### src/rtl/controladorbusqueda_if.sv
// rtl/controladorbusqueda_if.sv - fetch controller memory and decode-side bus
interface controladorbusqueda_if;
    logic [31:0] imem_addr;
    logic [31:0] imem_data;
    logic        redirect_valid;
    logic [31:0] redirect_pc;
    logic        halt;
    logic        inst_valid;
    logic [31:0] inst;
    logic [31:0] inst_pc;
    logic        inst_ready;
    logic        fault;
    logic [31:0] fault_pc;

    modport master (
        output imem_addr, inst_valid, inst, inst_pc, fault, fault_pc,
        input  imem_data, redirect_valid, redirect_pc, halt, inst_ready
    );

    modport slave (
        input  imem_addr, inst_valid, inst, inst_pc, fault, fault_pc,
        output imem_data, redirect_valid, redirect_pc, halt, inst_ready
    );
endinterface

### src/rtl/controladorbusqueda.sv
// rtl/controladorbusqueda.sv - instruction fetch controller, 2-entry buffer, redirect/halt/fault
// Optional FETCH_PERF_EN adds perf_fetched / perf_stall counters.
module controladorbusqueda #(
    parameter logic [31:0] RESET_PC  = 32'h0000_0000,
    parameter int unsigned MEM_BYTES = 128
) (
    input  logic                    clk,
    input  logic                    rst_n,
    controladorbusqueda_if.master   bus
`ifdef FETCH_PERF_EN
    ,
    output logic [31:0]             perf_fetched,
    output logic [31:0]             perf_stall
`endif
);
    localparam logic [31:0] LAST_PC = 32'(MEM_BYTES - 4);

    typedef enum logic [1:0] {RST_WAIT, FETCH, HALTED, FAULT} state_e;

    state_e      state_q;
    logic [31:0] pc_q, pc_d;
    logic [1:0]  count_q, count_d;
    logic [31:0] buf_pc_q   [2];
    logic [31:0] buf_data_q [2];
    logic        fault_q;
    logic [31:0] fault_pc_q;

    logic pop, redirect, pc_ok, space, fetch_try, push, range_fault, stall, wr_idx;

    always_comb begin
        pop         = (count_q != 2'd0) && bus.inst_ready;
        redirect    = bus.redirect_valid && (state_q == FETCH || state_q == HALTED);
        pc_ok       = (pc_q[1:0] == 2'b00) && (pc_q <= LAST_PC);
        space       = (count_q != 2'd2) || pop;
        fetch_try   = (state_q == FETCH) && !redirect && !bus.halt;
        push        = fetch_try && pc_ok && space;
        range_fault = fetch_try && !pc_ok;
        stall       = fetch_try && pc_ok && !space;
        // After a same-cycle pop the new entry lands one slot lower.
        wr_idx      = (count_q == 2'd2) || (count_q == 2'd1 && !pop);

        count_d = count_q;
        pc_d    = pc_q;
        if (redirect) begin
            count_d = 2'd0;
            pc_d    = bus.redirect_pc;
        end else begin
            count_d = count_q - {1'b0, pop} + {1'b0, push};
            if (push) pc_d = pc_q + 32'd4;
        end
    end

    always_ff @(posedge clk or negedge rst_n) begin
        if (!rst_n) begin
            state_q       <= RST_WAIT;
            pc_q          <= RESET_PC;
            count_q       <= 2'd0;
            buf_pc_q[0]   <= '0;
            buf_pc_q[1]   <= '0;
            buf_data_q[0] <= '0;
            buf_data_q[1] <= '0;
            fault_q       <= 1'b0;
            fault_pc_q    <= '0;
        end else begin
            case (state_q)
                RST_WAIT: state_q <= FETCH;
                FETCH: begin
                    if (!redirect) begin
                        if (bus.halt)    state_q <= HALTED;
                        else if (!pc_ok) state_q <= FAULT;
                    end
                end
                HALTED: if (!redirect && !bus.halt) state_q <= FETCH;
                FAULT:  state_q <= FAULT;
            endcase

            if (range_fault) begin
                fault_q    <= 1'b1;
                fault_pc_q <= pc_q;
            end

            pc_q    <= pc_d;
            count_q <= count_d;

            if (pop) begin
                buf_pc_q[0]   <= buf_pc_q[1];
                buf_data_q[0] <= buf_data_q[1];
            end
            if (push) begin
                buf_pc_q[wr_idx]   <= pc_q;
                buf_data_q[wr_idx] <= bus.imem_data;
            end
        end
    end

    assign bus.imem_addr  = pc_q;
    assign bus.inst_valid = (count_q != 2'd0);
    assign bus.inst       = buf_data_q[0];
    assign bus.inst_pc    = buf_pc_q[0];
    assign bus.fault      = fault_q;
    assign bus.fault_pc   = fault_pc_q;

`ifdef FETCH_PERF_EN
    logic [31:0] perf_fetched_q, perf_stall_q;

    always_ff @(posedge clk or negedge rst_n) begin
        if (!rst_n) begin
            perf_fetched_q <= '0;
            perf_stall_q   <= '0;
        end else begin
            if (push)  perf_fetched_q <= perf_fetched_q + 32'd1;
            if (stall) perf_stall_q   <= perf_stall_q + 32'd1;
        end
    end

    assign perf_fetched = perf_fetched_q;
    assign perf_stall   = perf_stall_q;
`else
    logic unused_stall;
    assign unused_stall = stall;
`endif
endmodule

### src/flat_wrapper.sv
// flat-port wrapper written by rule: the top's interface ports become plain ports
module controladorbusqueda_flat 
#(
    parameter logic [31:0] RESET_PC  = 32'h0000_0000,
    parameter int unsigned MEM_BYTES = 128
)
  (clk, rst_n, bus_imem_addr, bus_inst_valid, bus_inst, bus_inst_pc, bus_fault, bus_fault_pc, bus_imem_data, bus_redirect_valid, bus_redirect_pc, bus_halt, bus_inst_ready);
  controladorbusqueda_if bus_i ();
  input  logic clk;
  input  logic rst_n;
  output wire logic [$bits(bus_i.imem_addr)-1:0] bus_imem_addr;
  output wire logic [$bits(bus_i.inst_valid)-1:0] bus_inst_valid;
  output wire logic [$bits(bus_i.inst)-1:0] bus_inst;
  output wire logic [$bits(bus_i.inst_pc)-1:0] bus_inst_pc;
  output wire logic [$bits(bus_i.fault)-1:0] bus_fault;
  output wire logic [$bits(bus_i.fault_pc)-1:0] bus_fault_pc;
  input wire logic [$bits(bus_i.imem_data)-1:0] bus_imem_data;
  input wire logic [$bits(bus_i.redirect_valid)-1:0] bus_redirect_valid;
  input wire logic [$bits(bus_i.redirect_pc)-1:0] bus_redirect_pc;
  input wire logic [$bits(bus_i.halt)-1:0] bus_halt;
  input wire logic [$bits(bus_i.inst_ready)-1:0] bus_inst_ready;
  assign bus_imem_addr = bus_i.imem_addr;
  assign bus_inst_valid = bus_i.inst_valid;
  assign bus_inst = bus_i.inst;
  assign bus_inst_pc = bus_i.inst_pc;
  assign bus_fault = bus_i.fault;
  assign bus_fault_pc = bus_i.fault_pc;
  assign bus_i.imem_data = bus_imem_data;
  assign bus_i.redirect_valid = bus_redirect_valid;
  assign bus_i.redirect_pc = bus_redirect_pc;
  assign bus_i.halt = bus_halt;
  assign bus_i.inst_ready = bus_inst_ready;
  controladorbusqueda #(.RESET_PC(RESET_PC), .MEM_BYTES(MEM_BYTES)) u_core (.clk(clk), .rst_n(rst_n), .bus(bus_i));
endmodule
### config.mk
export PLATFORM = sky130hd
export DESIGN_NAME = controladorbusqueda_flat
export DESIGN_NICKNAME = d
export VERILOG_FILES = /design/src/rtl/controladorbusqueda_if.sv /design/src/rtl/controladorbusqueda.sv /design/src/flat_wrapper.sv
export SDC_FILE = /design/constraint.sdc
export NUM_CORES = 1
export LEC_CHECK = 0
export CORE_MARGIN = 3
export CORE_UTILIZATION = 35
export CTS_BUF_LIST = sky130_fd_sc_hd__clkbuf_8 sky130_fd_sc_hd__clkbuf_16
export CTS_CLUSTER_DIAMETER = 50
export DETAILED_ROUTE_END_ITERATION = 8
export PLACE_DENSITY_LB_ADDON = 0.25
export SYNTH_ARGS = -nofsm -noshare
export SYNTH_HDL_FRONTEND = slang
export SYNTH_SLANG_ARGS = --single-unit
### constraint.sdc
create_clock -name clk -period 4.7 [get_ports clk]
set_clock_uncertainty 0.2 [all_clocks]
set_input_delay 0.705 -clock clk [delete_from_list [all_inputs] [get_ports clk]]
set_output_delay 0.705 -clock clk [all_outputs]
set_load 0.05 [all_outputs]
==> impl_metrics.env <==
export IMPL_io_pins=199
export IMPL_fin_cells=1172
export IMPL_hold_viol_final=0
export IMPL_wl_um=18700
export IMPL_crit_type="flop to flop"
export IMPL_vdd_drop_max_mv=0.496
export IMPL_yosysTopAreaCellShare_pct=58.2
export IMPL_cts_max_level=4
export IMPL_synth_edf_count=0
export IMPL_max_cap_violations=0
export IMPL_timing_critical_path_buf_inv=1
export IMPL_start_util_pct=35.9
export IMPL_syn_num_nets=788
export IMPL_synth_top_cell_by_area="dfrtp_1"
export IMPL_die_w_um=162
export IMPL_cts_sinks=197
export IMPL_ys_types=37
export IMPL_cp_start_kind="flop"
export IMPL_grt_pass1_vias=5652
export IMPL_worst_pin_slew_ps=1070
export IMPL_dr_first_iter_drc_count=249
export IMPL_hold_buffers=0
export IMPL_die_area_um2=26100
export IMPL_powerDensity_nw_per_um2=555
export IMPL_cts_buffer_depth=2
export IMPL_rows=56
export IMPL_synth_common_cells="dfrtp_1 (197), nand2_1 (129), buf_4 (70)"
export IMPL_diodes=0
export IMPL_cp_slowest_cell="and3b_2"
export IMPL_antenna_found_initial=0
export IMPL_rsz0062_at_grt="no"
export IMPL_grt_max_degree=90
export IMPL_grt_total_usage_pct=14.9
export IMPL_dpl_hpwl_um=12400
export IMPL_dr_pass1_iters=5
export IMPL_post_cts_buffers=0
export IMPL_clk_pin_slew_worst_paths_ps=80
export IMPL_maxSlewHeadroom_pct=28.7
export IMPL_num_fill_cells=2199
export IMPL_setup_violations=0
export IMPL_ant_nets=0
export IMPL_cp_cell_sequence="nor4_2, nand4_2, nor2_1, and3b_2, buf_12, mux2_2"
export IMPL_synthArstFlopShare_pct=100
export IMPL_syn_inst=713
export IMPL_drv_slew=0
export IMPL_fin_nets=915
export IMPL_syn_avg_cell_area_um2=11.9
export IMPL_required_ps=4810
export IMPL_ys_warnings_count=0
export IMPL_status="finished, final reports clean"
export IMPL_cp_end_kind="flop"
export IMPL_wl_per_cell_um=16.0
export IMPL_avgViaCountPerCell=4.50
export IMPL_synthTopCellsByArea="dfrtp_1 (58%), mux2i_1 (7.6%), buf_4 (6.2%), nand2_1 (5.7%), mux2_2 (4.9%)"
export IMPL_yosysSeqAreaShare_pct=58.2
export IMPL_cpLargestDelayFamily="simple AND/OR/NAND/NOR gates"
export IMPL_area_delta_synth_final_pct=28.8
export IMPL_drc_errors=0
export IMPL_gp_congestion=0.741
export IMPL_die_h_um=162
export IMPL_hold_class="input port to asynchronous set/reset pin"
export IMPL_grt_first_pass_wirelength_um=30800
export IMPL_root_buffer="clkbuf_16"
export IMPL_grt_overflow=0
export IMPL_crit_path_max_incr_delay_ps=610
export IMPL_fmax_mhz=326
export IMPL_crit_fanout=36
export IMPL_coreArea_um2=23600
export IMPL_cp_arrival_ps=3170
export IMPL_drive_above_1_share_pct=11.1
export IMPL_numCtsBuffers=17
export IMPL_p_leak_nw=5.33
export IMPL_whs_ps=102
export IMPL_post_route_period_util_pct=65.2
export IMPL_dpl_cell_count=1140
export IMPL_routed_via_count=5275
export IMPL_synth_most_common_cell="dfrtp_1"
export IMPL_ys_flop_type="dfrtp_1"
export IMPL_timing_setup_tns_ps=0
export IMPL_syn_area_um2=8470
export IMPL_cts_tree="built"
export IMPL_ys_seq_elements=197
export IMPL_period_minus_slack_ps=3070
export IMPL_insertion_delay_ps=430
export IMPL_portBuffers=198
export IMPL_ctsResizeCount=0
==> cells by family (layout without fill, tap and decap cells) <==
logic type | count (synthesis) | after routing | share of synthesized area [%]
flip-flops | 197 | 197 | 58.2
XOR/XNOR | 6 | 6 | 0.621
AND/OR/NAND/NOR | 219 | 219 | 12.3
AO/OA/AOI/OAI | 49 | 49 | 3.13
buffers and inverters | 105 | 245 | 8.35
multiplexers | 131 | 131 | 16.5
adder cells (fa/ha/maj) | 6 | 6 | 0.887
==> routing by layer <==
metal / up-vias / share of wire, % / global-route usage, %
li1: 2568 / - / -
met1: 2553 / 47 / 20.2
met2: 149 / 44 / 22.4
met3: 5 / 8.6 / 6.31
met4: 0 / 0.64 / 3.17
met5: - / 0 / 0
==> stage by stage <==
stage / util (%) / total power (W) / worst slack, ps / cell area (um2)
CTS: 46.2 / 0.00615 / 1580 / 10900
floorplan: - / 0.00375 / 2070 / 8470
finish: 46.2 / 0.00605 / 1630 / 10900
global route: 46.2 / 0.00637 / 1400 / 10900
detailed placement: 43.6 / 0.00464 / 1330 / 10300
global placement: 43.6 / 0.00462 / 1340 / 10300
==> final timing paths <==
path | from | end | slack [ps] | depth (start not counted)
setup / recovery | u_core.bus.imem_addr[18] | flop | 1630 | 6
hold / removal | rst_n | u_core.bus.inst[10] | 100 | 1
setup reg to reg | u_core.bus.imem_addr[18] | flop | 1630 | 6
hold reg to reg | u_core.bus.fault | u_core.bus.fault | 270 | 1
max in group asynchronous | rst_n | u_core.state_q[0] | 3150 | 2
min in group clk | u_core.bus.fault | u_core.bus.fault | 270 | 1
==> layout make-up <==
cell class | instances | area (um2) | share of cell area [%]
multi-input cells | 411 | 2860 | 26.2
flip-flops and latches | 197 | 4930 | 45.2
clock buffers | 17 | 425 | 3.90
clock inverters | 15 | 178 | 1.63
repair buffers | 207 | 2090 | 19.2
inverters | 6 | 22.5 | 0.207
well taps | 319 | 399 | 3.66
==> layout by cell type, fill, tap and decap left out, types with 5 or more instances in the layout <==
cell,count
xnor2_1,5
mux2i_1,64
inv_8,5
inv_1,6
mux2_2,37
nor4_2,6
buf_4,6
mux2_1,30
ha_1,6
nor2b_1,31
o21ai_1,37
clkdlybuf4s50_1,197
o21ai_0,5
nor2_1,31
clkinv_8,5
clkbuf_16,17
dfrtp_1,197
nand2_1,128
==> where the power goes <==
part | leakage, nW | total [W] | internal (W) | switching (W)
combinational | 2.39 | 0.00232 | 0.000826 | 0.00149
clock | 0.296 | 0.00147 | 0.000725 | 0.000748
sequential | 2.64 | 0.00226 | 0.00197 | 0.000282
==> worst reg2reg max path, delay by kind of cell (launching register included) <==
family | cells | cell delay [ps]
AND/OR/NAND/NOR | 4 | 1600
multiplexers | 1 | 380
buffers and inverters | 1 | 330
flip-flops | 1 | 440
(Power assumes the default switching activity.)
